--- src/rtl/led_pulse_stretcher.sv ---
// ----------------------------------------------------------------------------
// led_pulse_stretcher
//
// Turns single-cycle event strobes into human-visible LED blinks. Each blink
// holds the LED high for exactly ON_CYCLES clocks. It is then followed by at
// least GAP_CYCLES clocks of LED low. Events that arrive while a blink is in
// progress are queued in a saturating counter and replayed back to back.
//
// Ports
//   clk       in   1      system clock, all logic on posedge
//   rst       in   1      asynchronous, active-high reset
//   strobe    in   1      event pulse; every high cycle is one event
//   clr       in   1      synchronous clear of the overflow flag
//   led       out  1      registered LED drive, high = on
//   busy      out  1      registered, high while a blink or gap is running
//   pending   out  CNT_W  queued events not yet started
//   overflow  out  1      sticky flag: an event was dropped at saturation
// ----------------------------------------------------------------------------
module led_pulse_stretcher #(
    parameter int ON_CYCLES  = 5_000_000,
    parameter int GAP_CYCLES = 5_000_000,
    parameter int CNT_W      = 4
) (
    input  logic             clk,
    input  logic             rst,
    input  logic             strobe,
    input  logic             clr,
    output logic             led,
    output logic             busy,
    output logic [CNT_W-1:0] pending,
    output logic             overflow
);

    localparam int MAX_CYC = (ON_CYCLES > GAP_CYCLES) ? ON_CYCLES : GAP_CYCLES;
    localparam int TMR_W   = (MAX_CYC > 1) ? $clog2(MAX_CYC) : 1;

    localparam logic [TMR_W-1:0] ON_LOAD  = TMR_W'(ON_CYCLES - 1);
    localparam logic [TMR_W-1:0] GAP_LOAD = TMR_W'(GAP_CYCLES - 1);
    localparam logic [CNT_W-1:0] PEND_MAX = '1;

    typedef enum logic [1:0] {
        S_IDLE,
        S_ON,
        S_GAP
    } state_t;

    state_t           state, state_nx;
    logic [TMR_W-1:0] timer, timer_nx;
    logic [CNT_W-1:0] pending_nx;
    logic             overflow_nx;
    logic             led_nx, busy_nx;

    logic can_start;     // FSM is in a cycle where a new blink may begin
    logic start;         // a blink begins on the coming edge
    logic take_pend;     // the started blink is paid for from the queue
    logic take_strobe;   // the started blink is paid for by the live strobe
    logic queue_strobe;  // the live strobe must go into the queue
    logic ovf_set;       // a queued strobe finds the counter full

    // Start decision and event accounting. The queue always has priority
    // over the live strobe. This preserves event order, and it means a strobe
    // arriving together with a queue-fed start is queued rather than lost.
    always_comb begin
        // NOTE: every signal gets a default before any branch. A path that
        // leaves a combinational output unassigned infers a latch.
        can_start    = (state == S_IDLE) || ((state == S_GAP) && (timer == '0));
        start        = can_start && (strobe || (pending != '0));
        take_pend    = start && (pending != '0);
        take_strobe  = start && (pending == '0);
        queue_strobe = strobe && !take_strobe;
        ovf_set      = 1'b0;
        pending_nx   = pending;

        if (queue_strobe && !take_pend) begin
            if (pending == PEND_MAX) begin
                ovf_set = 1'b1;
            end else begin
                pending_nx = pending + CNT_W'(1);
            end
        end else if (take_pend && !queue_strobe) begin
            pending_nx = pending - CNT_W'(1);
        end
        // A queue-and-consume in the same cycle nets to zero, even when the
        // counter is full. That case is therefore not an overflow.

        // A set request wins over a clear request in the same cycle.
        overflow_nx = ovf_set ? 1'b1 : (clr ? 1'b0 : overflow);
    end

    // Next-state and timer logic
    always_comb begin
        state_nx = state;
        timer_nx = timer;

        case (state)
            S_IDLE: begin
                if (start) begin
                    state_nx = S_ON;
                    timer_nx = ON_LOAD;
                end
            end
            S_ON: begin
                if (timer != '0) begin
                    timer_nx = timer - TMR_W'(1);
                end else begin
                    state_nx = S_GAP;
                    timer_nx = GAP_LOAD;
                end
            end
            S_GAP: begin
                if (timer != '0) begin
                    timer_nx = timer - TMR_W'(1);
                end else if (start) begin
                    // Go straight back to ON, so back-to-back blinks keep a
                    // fixed ON+GAP period.
                    state_nx = S_ON;
                    timer_nx = ON_LOAD;
                end else begin
                    state_nx = S_IDLE;
                end
            end
            default: begin
                state_nx = S_IDLE;
                timer_nx = '0;
            end
        endcase

        // Outputs come from the next state, so the registered copies line up
        // with the state register and do not lag it by one cycle.
        led_nx  = (state_nx == S_ON);
        busy_nx = (state_nx != S_IDLE);
    end

    // NOTE: sequential state uses non-blocking assignments only. All
    // registers then sample their inputs at the same instant.
    always_ff @(posedge clk or posedge rst) begin
        if (rst) begin
            state    <= S_IDLE;
            timer    <= '0;
            led      <= 1'b0;
            busy     <= 1'b0;
            pending  <= '0;
            overflow <= 1'b0;
        end else begin
            state    <= state_nx;
            timer    <= timer_nx;
            led      <= led_nx;
            busy     <= busy_nx;
            pending  <= pending_nx;
            overflow <= overflow_nx;
        end
    end

endmodule

--- config.mk ---
export PLATFORM = sky130hd
export DESIGN_NAME = led_pulse_stretcher
export DESIGN_NICKNAME = d
export VERILOG_FILES = /design/src/rtl/led_pulse_stretcher.sv
export SDC_FILE = /design/constraint.sdc
export NUM_CORES = 1
export LEC_CHECK = 0
export ABC_AREA = 1
export BUFFER_PORTS_ARGS = -buffer_cell sky130_fd_sc_hd__buf_2
export CAP_MARGIN = 20
export CORE_AREA = 2 2 72 74
export CTS_CLUSTER_SIZE = 20
export DETAILED_ROUTE_END_ITERATION = 8
export DIE_AREA = 0 0 74 76
export SLEW_MARGIN = 25
export SYNTH_ARGS = -nofsm -noshare
export SYNTH_HDL_FRONTEND = slang
export SYNTH_SLANG_ARGS = --single-unit
--- constraint.sdc ---
create_clock -name clk -period 2.97 [get_ports clk]
set_input_delay 0.4455 -clock clk [delete_from_list [all_inputs] [get_ports clk]]
set_output_delay 0.4455 -clock clk [all_outputs]
set_load 0.02 [all_outputs]
==> impl_metrics.env <==
export IMPL_status="finished clean"
export IMPL_synth_area_top_cells="dfrtp_1 37%, nand2_1 12%, inv_1 7.0%"
export IMPL_maxCapViolations=0
export IMPL_post_route_drc_count=0
export IMPL_clk_path_buf_depth=2
export IMPL_antennaDiodeCount=0
export IMPL_core_rowCount=26
export IMPL_ys_warn_count=0
export IMPL_crit_chain="inv_1 -> ha_1 -> nand2_4 -> nor2_8 -> nand4_4 -> nand3_1 -> ha_1 -> nand2_1 -> nand2_1 -> a31oi_1 -> inv_1 -> nand2_1 -> nand3_1 -> nand2_1 -> nand2_1"
export IMPL_ir_drop_v=0.000445
export IMPL_hold_buffers=0
export IMPL_wl_um=4990
export IMPL_vias=1844
export IMPL_setup_tns_ns=0
export IMPL_grt_pass1_wl_um=8510
export IMPL_ys_seq_area_share_pct=37.2
export IMPL_track_usage_pct=19.7
export IMPL_io_buffers=10
export IMPL_io_pins=11
export IMPL_final_hold_violation_count=0
export IMPL_via_per_inst=4.96
export IMPL_cts_resized=0
export IMPL_synth_nets=293
export IMPL_fin_util_pct=48.1
export IMPL_netlist_instances=285
export IMPL_cp_data_arrival_time_ns=2.61
export IMPL_root_buffer="clkbuf_8"
export IMPL_drt_iter0_markers=99
export IMPL_worstPathRequired_ns=3.15
export IMPL_place_congestion=0.861
export IMPL_clock_sinks=32
export IMPL_clkLatencyLatePin_ns=0.28
export IMPL_cts_buffers=5
export IMPL_reg2reg_setup_slack_ns=0.53
export IMPL_worstSetupPathType="flip-flop to flip-flop"
export IMPL_post_cts_setup_buffers=0
export IMPL_cpMostUsedCell="nand2_1"
export IMPL_path_max_fanout=6
export IMPL_synth_seq_cells=32
export IMPL_antenna_found_initial=0
export IMPL_layout_commonest_cell="nand2_1"
export IMPL_rsz0062_at_grt="false"
export IMPL_wl_met1_um=2400
export IMPL_grt_overflow=0
export IMPL_wire_per_inst_um=13.4
export IMPL_p_sw_share_pct=32.5
export IMPL_top_layer_used="met4"
export IMPL_intPower_mw=0.706
export IMPL_start_kind="flip-flop"
export IMPL_layout_common_cells="67 x nand2_1, 40 x inv_1, 32 x dfrtp_1"
export IMPL_wl_met2_um=2340
export IMPL_synth_cell_types=30
export IMPL_antenna_left=0
export IMPL_pwr_share_seq_pct=48.7
export IMPL_chipHeight_um=76
export IMPL_area_growth_pct=9.83
export IMPL_dp_cells=365
export IMPL_slowest_delay_ns=0.37
export IMPL_die_x_um=74
export IMPL_htreeDepth=2
export IMPL_clkPwrFrac_pct=29.6
export IMPL_fin_cells=372
export IMPL_grt_pass1_vias=1770
export IMPL_combPwrFrac_pct=21.6
export IMPL_grt_max_degree=33
export IMPL_tightest_slew_ns=0.411
export IMPL_r2r_cells=15
export IMPL_max_slew_margin_pct=72.6
export IMPL_setup_violations=0
export IMPL_avgSynthCellArea_sq_um=7.55
export IMPL_dp_hpwl_um=3720
export IMPL_drv_slew=0
export IMPL_wl_met3_um=173
export IMPL_crit_start="timer[0]"
export IMPL_post_place_ws_ns=0.567
export IMPL_power_density_nw_per_um2=443
export IMPL_clock_skew_ns=0.00950
export IMPL_synth_cell_area_sq_um=2150
export IMPL_synth_top_area_share_pct=37.2
export IMPL_max_freq_mhz=410
export IMPL_fillers=497
export IMPL_netSwitchingPower_mw=0.340
export IMPL_initial_utilization_pct=43.8
export IMPL_r2r_start="timer[0]"
export IMPL_cts_tree="built"
export IMPL_hp_class="input port to asynchronous set/reset pin"
export IMPL_fin_ws_ns=0.533
export IMPL_fin_crit_sh_pct=82.1
export IMPL_fp_coreArea_sq_um=4910
export IMPL_drive_gt1_share_pct=16.6
export IMPL_endpoint_kind="flip-flop"
export IMPL_clkTransAtPathRegs_ns=0.07
export IMPL_power_leakage_nw=1.21
export IMPL_nets=310
export IMPL_synth_area_leader_cell="dfrtp_1"
export IMPL_dr_pass1_iters=8
export IMPL_slowest_stage="dfrtp_1"
export IMPL_die_area_sq_um=5620
export IMPL_layout_min_cycle_time_ns=2.44
==> cells by family after synthesis <==
| family | after synthesis | share of synthesized area [%] |
|---|---|---|
| AND/OR/NAND/NOR | 146 | 33.4 |
| buffers and inverters | 46 | 8.55 |
| AO/OA/AOI/OAI | 41 | 11.6 |
| flip-flops | 32 | 37.2 |
| XOR/XNOR | 16 | 6.52 |
| adder cells (fa/ha/maj) | 4 | 2.68 |
==> power groups by stage <==
stage	logic (mW)	registers [mW]	clock network, mW
after floorplan	0.124	0.547	0
after global placement	0.221	0.516	0
after detailed placement	0.224	0.517	0
after CTS	0.228	0.510	0.324
after global routing	0.256	0.516	0.341
final	0.226	0.510	0.310
==> registers in the layout (all words and copies together) (netlist names) <==
name      cells
overflow      1
timer        23
state         2
led           1
pending       4
busy          1
==> area by class of cell <==
cell class,count,area [sq um],share of cell area (%)
inverters,44,165,6.99
clock buffers,6,72.6,3.07
clock inverters,1,5.00,0.212
well taps,70,87.6,3.71
flip-flops and latches,32,801,33.9
multi-input cells,207,1170,49.4
repair buffers,12,65.1,2.75
==> through the flow <==
stage | instance area (sq um) | hold slack (ns) | total power [mW]
2_1_floorplan | 2150 | 0.531 | 0.671
3_3_place_gp | 2280 | 0.529 | 0.737
3_5_place_dp | 2280 | 0.527 | 0.740
4_1_cts | 2360 | 0.254 | 1.06
5_1_grt | 2360 | 0.313 | 1.11
6_report | 2360 | 0.240 | 1.05
==> worst max-delay path, delay by kind of cell (launching register included) <==
kind	cells	cell delay [ns]
adders and majority gates	2	0.57
DFF	1	0.37
and+or+nand+nor	10	1.03
AOI/OAI and AO/OA	1	0.18
buffers and inverters	2	0.15
==> worst paths after layout <==
| path | to |
|---|---|
| max in group asynchronous | busy |
| min | timer[12] |
| min reg2reg | overflow |
| max | pending[3] |
| max reg2reg | pending[3] |
| min in group clk | overflow |
==> layer usage <==
layer	vias up	global-route usage, %
met5	-	0
met4	0	6.55
met3	7	3.70
met2	46	29.6
met1	837	28.1
li1	954	-
==> synthesized netlist by cell type, drive strengths merged <==
| library cell | instances |
|---|---|
| buf | 2 |
| o21ai | 14 |
| nor3 | 3 |
| nand2 | 75 |
| o32ai | 1 |
| xor2 | 16 |
| fa | 1 |
| a21oi | 10 |
| nand3 | 19 |
| nand4 | 8 |
| dfrtp | 32 |
| a31oi | 5 |
| ha | 3 |
| inv | 44 |
| nor2 | 41 |
| a22oi | 3 |
| o22ai | 8 |
Power figures use the tool's default switching activity.
